**src/rtl/ins_loader_pkg.sv**
```systemverilog
// ============================================================================
// ins_loader_pkg
// ----------------------------------------------------------------------------
// Shared constants for the instruction-memory loader:
//   - default field widths for the instruction format (opcode, a/b/r fields,
//     instruction memory address)
//   - helper functions that derive the packed word width and the number of
//     stream bytes carried per instruction
//   - FSM state encodings, kept as plain localparam constants so older tools
//     and existing dumps that decode the 3-bit state keep working
// ============================================================================
package ins_loader_pkg;

   // Default widths of the instruction format
   localparam int INS_ADDR_WIDTH_DEF = 10;
   localparam int ADDR_WIDTH_DEF     = 10;
   localparam int OPCODE_WIDTH_DEF   = 3;

   // Packed instruction width: opcode plus the three data address fields
   function automatic int ins_width(input int opcode_w, input int addr_w);
      return opcode_w + 3 * addr_w;
   endfunction

   // Stream bytes needed to carry one instruction word (rounded up)
   function automatic int bytes_per_word(input int word_w);
      return (word_w + 7) / 8;
   endfunction

   // FSM state encodings
   localparam logic [2:0] ST_IDLE  = 3'd0;
   localparam logic [2:0] ST_HDR0  = 3'd1;
   localparam logic [2:0] ST_HDR1  = 3'd2;
   localparam logic [2:0] ST_BYTES = 3'd3;
   localparam logic [2:0] ST_WRITE = 3'd4;
   localparam logic [2:0] ST_DONE  = 3'd5;

endpackage

```
**src/rtl/ins_loader.sv**
```systemverilog
// ============================================================================
// ins_loader
// ----------------------------------------------------------------------------
// Writer side of the instruction memory. A program arrives as a byte stream
// (valid/ready): a 16-bit little-endian instruction count N, followed by N
// instruction words of NB bytes each, every word little-endian. Each word is
// packed and written into instruction memory at consecutive addresses from 0.
// The core is held in reset (core_rstn low) until the whole program is in.
//
// Ports
//   clk, rst    clock and asynchronous active-high reset
//   load_start  1-cycle pulse starting a new load (honoured in IDLE / DONE)
//   s_data      stream byte
//   s_valid     stream byte valid
//   s_ready     loader can accept a byte (HDR0, HDR1, BYTES only)
//   ins_we      instruction memory write strobe, one cycle per word
//   ins_waddr   instruction memory write address
//   ins_wdata   packed word: opcode in the LSBs, then r, b, a (a at MSBs)
//   prog_len    number of instructions written by the last load
//   load_done   program complete; held until the next load_start
//   len_err     header count exceeded memory depth (sticky for the load)
//   core_rstn   active-low core reset, released only in DONE
// ============================================================================
module ins_loader
   import ins_loader_pkg::*;
#(
   parameter int INS_ADDR_WIDTH = INS_ADDR_WIDTH_DEF,
   parameter int ADDR_WIDTH     = ADDR_WIDTH_DEF,
   parameter int OPCODE_WIDTH   = OPCODE_WIDTH_DEF
) (
   input  logic                                  clk,
   input  logic                                  rst,
   input  logic                                  load_start,
   input  logic [7:0]                            s_data,
   input  logic                                  s_valid,
   output logic                                  s_ready,
   output logic                                  ins_we,
   output logic [INS_ADDR_WIDTH-1:0]             ins_waddr,
   output logic [OPCODE_WIDTH+3*ADDR_WIDTH-1:0]  ins_wdata,
   output logic [INS_ADDR_WIDTH:0]               prog_len,
   output logic                                  load_done,
   output logic                                  len_err,
   output logic                                  core_rstn
);

   localparam int INS_W = ins_width(OPCODE_WIDTH, ADDR_WIDTH);
   localparam int NB    = bytes_per_word(INS_W);
   // Only the first NB-1 bytes of a word need storage; the final byte is
   // taken straight from the stream when the word is committed.
   localparam int SR_W  = (NB - 1) * 8;
   localparam int BC_W  = $clog2(NB + 1);
   localparam int EFF_W = INS_ADDR_WIDTH + 1;
   localparam int DEPTH = 1 << INS_ADDR_WIDTH;

   logic [2:0]                state_q, state_d;
   logic [7:0]                hdr_lo_q, hdr_lo_d;
   logic [EFF_W-1:0]          eff_cnt_q, eff_cnt_d;
   logic [EFF_W-1:0]          wr_ptr_q, wr_ptr_d;
   logic [BC_W-1:0]           byte_cnt_q, byte_cnt_d;
   logic [SR_W-1:0]           word_q, word_d;
   logic                      ins_we_q, ins_we_d;
   logic [INS_ADDR_WIDTH-1:0] ins_waddr_q, ins_waddr_d;
   logic [INS_W-1:0]          ins_wdata_q, ins_wdata_d;
   logic [EFF_W-1:0]          prog_len_q, prog_len_d;
   logic                      len_err_q, len_err_d;

   logic                      accept;
   logic [15:0]               hdr_n;
   logic                      last_word;

   // Handshake and status outputs depend only on the current state, so the
   // loader never offers ready in a cycle where it cannot store the byte.
   always_comb begin
      s_ready   = (state_q == ST_HDR0) || (state_q == ST_HDR1) ||
                  (state_q == ST_BYTES);
      load_done = (state_q == ST_DONE);
      core_rstn = (state_q == ST_DONE);
   end

   always_comb begin
      accept    = s_valid && s_ready;
      hdr_n     = {s_data, hdr_lo_q};
      last_word = (wr_ptr_q == (eff_cnt_q - EFF_W'(1)));
   end

   assign ins_we    = ins_we_q;
   assign ins_waddr = ins_waddr_q;
   assign ins_wdata = ins_wdata_q;
   assign prog_len  = prog_len_q;
   assign len_err   = len_err_q;

   // Next-state and datapath logic. The write strobe and the write address
   // and data are registered on the edge that accepts the last byte of a
   // word, so they appear together during the WRITE cycle and the address
   // and data hold afterwards.
   always_comb begin
      state_d     = state_q;
      hdr_lo_d    = hdr_lo_q;
      eff_cnt_d   = eff_cnt_q;
      wr_ptr_d    = wr_ptr_q;
      byte_cnt_d  = byte_cnt_q;
      word_d      = word_q;
      ins_we_d    = 1'b0;
      ins_waddr_d = ins_waddr_q;
      ins_wdata_d = ins_wdata_q;
      prog_len_d  = prog_len_q;
      len_err_d   = len_err_q;

      case (state_q)
         ST_IDLE, ST_DONE: begin
            if (load_start) begin
               state_d    = ST_HDR0;
               wr_ptr_d   = '0;
               byte_cnt_d = '0;
               prog_len_d = '0;
               len_err_d  = 1'b0;
            end
         end

         ST_HDR0: begin
            if (accept) begin
               hdr_lo_d = s_data;
               state_d  = ST_HDR1;
            end
         end

         ST_HDR1: begin
            if (accept) begin
               // Counts beyond the memory depth are clamped; the surplus
               // stream bytes are simply left unconsumed.
               if ({16'd0, hdr_n} > 32'(DEPTH)) begin
                  len_err_d = 1'b1;
                  eff_cnt_d = EFF_W'(DEPTH);
               end else begin
                  eff_cnt_d = EFF_W'(hdr_n);
               end
               byte_cnt_d = '0;
               state_d    = (hdr_n == 16'd0) ? ST_DONE : ST_BYTES;
            end
         end

         ST_BYTES: begin
            if (accept) begin
               // Bytes enter at the top and shift down, so the first byte
               // of the word ends up in the least significant position.
               word_d = SR_W'({s_data, word_q} >> 8);
               if (byte_cnt_q == BC_W'(NB - 1)) begin
                  byte_cnt_d  = '0;
                  ins_we_d    = 1'b1;
                  ins_waddr_d = wr_ptr_q[INS_ADDR_WIDTH-1:0];
                  // Bits of the final byte above the word width drop off here
                  ins_wdata_d = INS_W'({s_data, word_q});
                  state_d     = ST_WRITE;
               end else begin
                  byte_cnt_d = byte_cnt_q + BC_W'(1);
               end
            end
         end

         ST_WRITE: begin
            prog_len_d = wr_ptr_q + EFF_W'(1);
            if (last_word) begin
               state_d = ST_DONE;
            end else begin
               wr_ptr_d = wr_ptr_q + EFF_W'(1);
               state_d  = ST_BYTES;
            end
         end

         default: begin
            state_d = ST_IDLE;
         end
      endcase
   end

   // State and output registers; reset discards any partial byte or word.
   always_ff @(posedge clk or posedge rst) begin
      if (rst) begin
         state_q     <= ST_IDLE;
         hdr_lo_q    <= '0;
         eff_cnt_q   <= '0;
         wr_ptr_q    <= '0;
         byte_cnt_q  <= '0;
         word_q      <= '0;
         ins_we_q    <= 1'b0;
         ins_waddr_q <= '0;
         ins_wdata_q <= '0;
         prog_len_q  <= '0;
         len_err_q   <= 1'b0;
      end else begin
         state_q     <= state_d;
         hdr_lo_q    <= hdr_lo_d;
         eff_cnt_q   <= eff_cnt_d;
         wr_ptr_q    <= wr_ptr_d;
         byte_cnt_q  <= byte_cnt_d;
         word_q      <= word_d;
         ins_we_q    <= ins_we_d;
         ins_waddr_q <= ins_waddr_d;
         ins_wdata_q <= ins_wdata_d;
         prog_len_q  <= prog_len_d;
         len_err_q   <= len_err_d;
      end
   end

endmodule
```
**config.mk**
```make
export PLATFORM = sky130hd
export DESIGN_NAME = ins_loader
export DESIGN_NICKNAME = d
export VERILOG_FILES = /design/src/rtl/ins_loader_pkg.sv /design/src/rtl/ins_loader.sv
export SDC_FILE = /design/constraint.sdc
export NUM_CORES = 1
export LEC_CHECK = 0
export ABC_AREA = 1
export BUFFER_PORTS_ARGS = -buffer_cell sky130_fd_sc_hd__clkbuf_2
export CORE_ASPECT_RATIO = 0.7
export CORE_UTILIZATION = 49
export CTS_CLUSTER_SIZE = 30
export DETAILED_ROUTE_END_ITERATION = 10
export GPL_ROUTABILITY_DRIVEN = 0
export HOLD_SLACK_MARGIN = 0.05
export PLACE_DENSITY = 0.68
export SYNTH_ARGS = -nofsm -noshare
export SYNTH_HDL_FRONTEND = slang
export SYNTH_SLANG_ARGS = --single-unit
```
**constraint.sdc**
```tcl
create_clock -name clk -period 6.4 [get_ports clk]
set_input_delay 0.64 -clock clk [delete_from_list [all_inputs] [get_ports clk]]
set_output_delay 0.64 -clock clk [all_outputs]
set_load 0.05 [all_outputs]
```
# After elaboration in Yosys (flattened, before gate mapping)

Cells that the tools add are included.

Register bits after elaboration: 124
Memories: 0
Output and inout port bits: 59
Logic and storage cells: 72
Input port bits: 12
Memory bits (writable): 0
Bits in latches: 0
Bits in read-only memories: 0

Shifts and indexed selects: 0
$add $sub $neg: 3
$lt $le $gt $ge: 1
$mul: 0
Mux-type cells: 25
Reductions and logical operators: 18
Eq/ne operators: 14
Divide/modulo/power cells: 0
Bitwise operators: 0

Operators with widths:

| kind                  | count |
|---|---|
| $pmux 11 s2           | 2 |
| $mux 11               | 3 |
| $mux 3                | 11 |
| $gt 16x11->1 const B  | 1 |
| $logic_not 16->1      | 1 |
| $pmux 3 s5            | 1 |
| $add 11x1->11 const B | 1 |
| $eq 11x11->1          | 1 |
| $sub 11x1->11 const B | 1 |
| $ne 2x2->1 const B    | 5 |
| $eq 3x3->1 const B    | 3 |
| $pmux 3 s3            | 1 |
| $reduce_and 2->1      | 4 |
| $reduce_and 4->1      | 2 |
| $eq 3x2->1 const B    | 2 |
| $mux 1                | 6 |
| $reduce_and 3->1      | 2 |
| $reduce_and 5->1      | 1 |
| $ne 2x1->1 const B    | 2 |
| $reduce_bool 2->1     | 2 |
| $add 3x1->3 const B   | 1 |
| $eq 3x1->1 const B    | 1 |
| $logic_not 3->1       | 1 |
| $reduce_bool 3->1     | 1 |
| other kinds (4)       | 5 |

# Depth between registers and ports, before layout

Depth after elaboration: 6
Mapped depth: 15
Mapped depth without buffers: 15

# Worst setup path before layout

No wires, ideal clock.

Kind: register -> output
Start point: register state_q[1]
End point: output load_done
Required time: 5760 ps
Arrival time: 1541 ps
Slack: 4219 ps
Buffers on the path: 1
Cell stages (with the launch flop): 5
Cells stage by stage: dfrtp_1 > inv_1 > nand2_1 > nor2_1 > buf_4

Word-level cells in the longest chain between the ends: 1

RTL lines:

| element                | line              | text |
|---|---|---|
| start, declared        | ins_loader.sv:55  | `logic [2:0] state_q, state_d;` |
| start signal, assigned | ins_loader.sv:191 | `state_q <= state_d;` |
| $eq 3x3->1             | -                 |  |
| end, declared          | ins_loader.sv:41  | `output logic load_done,` |

No other way between the ends.

# Worst setup path in the final report

Start point: register state_q[2]
End point: register ins_wdata_q[29] (netlist: ins_wdata[29])

Word-level cells in the longest chain between the ends: 5
Elaborated cells between the ends (all ways): 7
Those cells by class: eq/ne (3); reduce/logical (4)

RTL lines:

| element                                         | line              | text |
|---|---|---|
| $eq 3x1->1 / $eq 3x2->1 (equally long branches) | ins_loader.sv:74  | `s_ready = (state_q == ST_HDR0) \|\| (state_q == ST_HDR1) \|\|` |
| $logic_or 1x1->1 (2 in a row)                   | ins_loader.sv:74  |  |
| $logic_and 1x1->1                               | ins_loader.sv:81  | `accept = s_valid && s_ready;` |
| $reduce_and 3->1 (no line) *                    | -                 |  |
| end signal, assigned                            | ins_loader.sv:199 | `ins_wdata_q <= ins_wdata_d;` |
| end, declared                                   | ins_loader.sv:63  | `logic [INS_W-1:0] ins_wdata_q, ins_wdata_d;` |

Mark *: on every way between the ends. The rest lies on a longest branch, timed or not.
A chain may end at the register's enable or synchronous reset.

==> results.yml <==
global_route:
  grt_start_max_net_pins: 77
  number_of_antenna_violations_at_the_first_check_in_global_routing: 0
  grt_remaining_overflow: 0
  global_route_wire_length_before_repair_mm: 20.5
  grt.total_usage_pct: 22.9
  first_global_vias: 4175
timing:
  slew_headroom_pct: 22.6
  worstMarginPinSlew_ns: 1.16
  fin_setup_tns_ns: 0
  period_utilisation_layout_pct: 48.4
  final-setup-viol-count: 0
  setup_ws_ns: 3.30
  max_freq_mhz: 323
  final_slew_violations: 0
  grt_setup_unrepaired: "no"
  timing_hold_violations_final: 0
  clock-skew-final_ns: 0.00943
  final.min_clock_period_ns: 3.10
clocking:
  htreeDepth: 4
  post_cts_hold_buffer_count: 0
  cts_buffers: 17
  worstSkewPairLatency_ns: 0.41
  clk_pin_slew_ns: 0.06
  cts_tree: "yes"
  tritoncts_num_sinks: 124
  postCtsSetupRepairBufs: 0
  post_cts_resize_count: 0
  clockBufferDepth: 2
  root_buffer: "sky130_fd_sc_hd__clkbuf_16"
placement:
  placement.setup.worst_slack_ns: 3.28
  dp_cells: 867
  hpwl_after_dpl_mm: 8.52
  port-buffer-count: 70
  detailed_place.area_sq_mm: 0.00595
setup_path:
  cell_chain_of_the_critical_path: "nor2_1 -> inv_2 -> nor2_4 -> inv_2 -> nor2_4 -> inv_2 -> nor2_4 -> inv_2 -> nand2_1 -> o21ai_1"
  critical_setup_path_class: "register to register"
  worst_setup_path_start_kind: "register"
  cp_common_cell: "sky130_fd_sc_hd__inv_2"
  cpMaxStageDelayCell: "sky130_fd_sc_hd__nor2_4"
  critical_path.reg2reg.endpoint: "ins_wdata[29]"
  critPathCaptureType: "register"
  critPathMaxFanout: 76
  timing.critical_path.required_ns: 6.65
  r2r_slack_ns: 3.30
  worst_path_largest_cell_delay_ns: 0.62
  rr_worst_depth: 10
  rr_startpoint: "state_q[2]"
  worst_ep_arrival_time_ns: 3.35
synth:
  synth_most_common_cell: "sky130_fd_sc_hd__nand2_1"
  mappedNetlistNets: 682
  postSynthAreaPerCell_sq_um: 8.32
  netlist.top_cell.by_area: "sky130_fd_sc_hd__dfrtp_1"
  postSynth.asyncResetShare_pct: 100
  ys_types: 28
  netlist_area_sq_mm: 0.00554
  postSynthRegisterBits: 124
  post_synth_inst_count: 666
  synth_top_cells_by_area: "sky130_fd_sc_hd__dfrtp_1 (56%), sky130_fd_sc_hd__nand2_1 (14%), sky130_fd_sc_hd__inv_1 (6.0%), sky130_fd_sc_hd__o21ai_0 (5.2%), sky130_fd_sc_hd__o21ai_1 (3.5%)"
  synth_seq_area_share_pct: 56.0
  synth_commonest_cells: "sky130_fd_sc_hd__nand2_1 (208), sky130_fd_sc_hd__dfrtp_1 (124), sky130_fd_sc_hd__inv_1 (89)"
  synth_top_flop_cell: "sky130_fd_sc_hd__dfrtp_1"
  synthesis.yosys.warnings: 0
  synth_top_area_share_pct: 56.0
  synth-edff-count: 0
power_and_ir_drop:
  p_per_area_mw_per_mm2: 469
  peakVddDrop_v: 0.000251
  p_leak_nw: 3.43
  total_power_w: 0.00306
run:
  reported_max_cap_violation_count: 0
final_layout:
  final_cell_count_no_fill: 899
  areaGrowthSynthToFinish_pct: 17.8
  multi_input_area_sq_mm: 0.00193
  fraction_of_final_layout_cells_sized_beyond_drive_strength_1_pct: 15.5
  antenna_cells: 0
  finish.instance_area_sq_mm: 0.00653
  fin_nets: 749
  n_fill_cell: 978
  register_area_sq_mm: 0.00310
min_path:
  timing.hold.worst.class: "input port to async pin"
die:
  die_h_microns: 91.0
  start_util_pct: 50.3
  die_w_microns: 129
  top_level_ports: 71
  rows: 32
  dieArea_sq_mm: 0.0117
  placeableCoreArea_sq_mm: 0.0110
routing:
  num_vias: 4487
  routed_wl_mm: 12.3
  detail_route.wl_per_cell_microns: 13.7
  firstDrtPassIters: 5
  post_drt_via_cell_ratio: 4.99
  detail_route.iter0.violations: 391
  post-route-drc-count: 0
  antenna_left: 0
outcome:
  run_status: "finished, final reports clean"
## kinds of logic (layout without fill, tap and decap cells)
family,count (synthesis),in the layout,share of synthesized area (%)
AOI/OAI and AO/OA,114,114,10.6
xor gates and xnor gates,8,8,1.26
adders and majority gates,4,4,0.903
buffers and inverters,121,201,9.19
DFF,124,124,56.0
and+or+nand+nor,295,295,22.0
## layer usage
metal | global-route usage, % | share of wire (%) | vias to the layer above
li1 | - | - | 2244
met2 | 32.6 | 44 | 101
met5 | 0 | 0 | -
met1 | 34.6 | 51 | 2137
met4 | 7.94 | 0.63 | 0
met3 | 4.60 | 4.1 | 5
## through the flow
stage	util, %	hold WS, ns
after floorplan	-	0.449
after global placement	54.1	0.457
after CTS	59.3	0.336
after detailed placement	54.1	0.459
final	59.3	0.314
after global routing	59.3	0.364
## worst max-delay path, delay by kind of cell (launching register included)
kind	cells	cell delay [ns]
compound gates	1	0.09
buf+inv	4	0.94
flops	1	0.42
simple gates	5	1.44
## power by group
group,internal [W],total [W],switching [W],leakage (nW)
Sequential,0.00101,0.00114,0.000140,1.59
Clock,0.000573,0.000935,0.000362,0.272
Combinational,0.000248,0.000981,0.000733,1.57
Total,0.00183,0.00306,0.00123,3.43
## how the worst max path moves through the flow
stage                from            end  depth (start not counted)
2_1_floorplan         rst  byte_cnt_q[0]                          1
3_3_place_gp      s_valid   ins_waddr[5]                          8
3_5_place_dp      s_valid  ins_wdata[10]                          8
4_1_cts        state_q[2]   ins_wdata[9]                          9
5_1_grt        state_q[2]   ins_wdata[9]                         10
6_report       state_q[2]  ins_wdata[29]                         10
## registers in the layout, indices dropped and copies added, names as in the netlist, 3 cells and up
register    flops
word_q         32
prog_len       11
ins_wdata      33
ins_waddr      10
state_q         3
wr_ptr_q       11
eff_cnt_q      11
byte_cnt_q      3
hdr_lo_q        8
## layout by cell type (no fill, tap or decap), types with 2 or more instances in the layout
cell type                    count
sky130_fd_sc_hd__a21oi_1         6
sky130_fd_sc_hd__buf_4           2
sky130_fd_sc_hd__bufinv_16       2
sky130_fd_sc_hd__clkbuf_16      17
sky130_fd_sc_hd__clkbuf_2       70
sky130_fd_sc_hd__clkinv_1        2
sky130_fd_sc_hd__clkinv_2        4
sky130_fd_sc_hd__clkinv_4        2
sky130_fd_sc_hd__clkinvlp_4      4
sky130_fd_sc_hd__dfrtp_1       124
sky130_fd_sc_hd__ha_1            4
sky130_fd_sc_hd__inv_1          88
sky130_fd_sc_hd__inv_2           6
sky130_fd_sc_hd__inv_6           2
sky130_fd_sc_hd__nand2_1       208
sky130_fd_sc_hd__nand3_1        30
sky130_fd_sc_hd__nand4_1        13
sky130_fd_sc_hd__nor2_1         32
sky130_fd_sc_hd__nor2_2          2
sky130_fd_sc_hd__nor2_4          3
sky130_fd_sc_hd__nor3_1          2
sky130_fd_sc_hd__nor4_1          2
sky130_fd_sc_hd__o21ai_0        58
sky130_fd_sc_hd__o21ai_1        39
sky130_fd_sc_hd__o22ai_1         9
sky130_fd_sc_hd__xnor2_1         3
sky130_fd_sc_hd__xor2_1          5
## layout make-up
class                           instances  share of cell area (%)
Sequential cell                       124                    47.5
Multi-Input combinational cell        421                    29.5
Clock buffer                           18                    6.57
Inverter                               97                    5.62
Timing Repair Buffer                   72                    5.60
Tap cell                              153                    2.93
Clock inverter                         14                    2.22
Power figures use the tool's default switching activity.
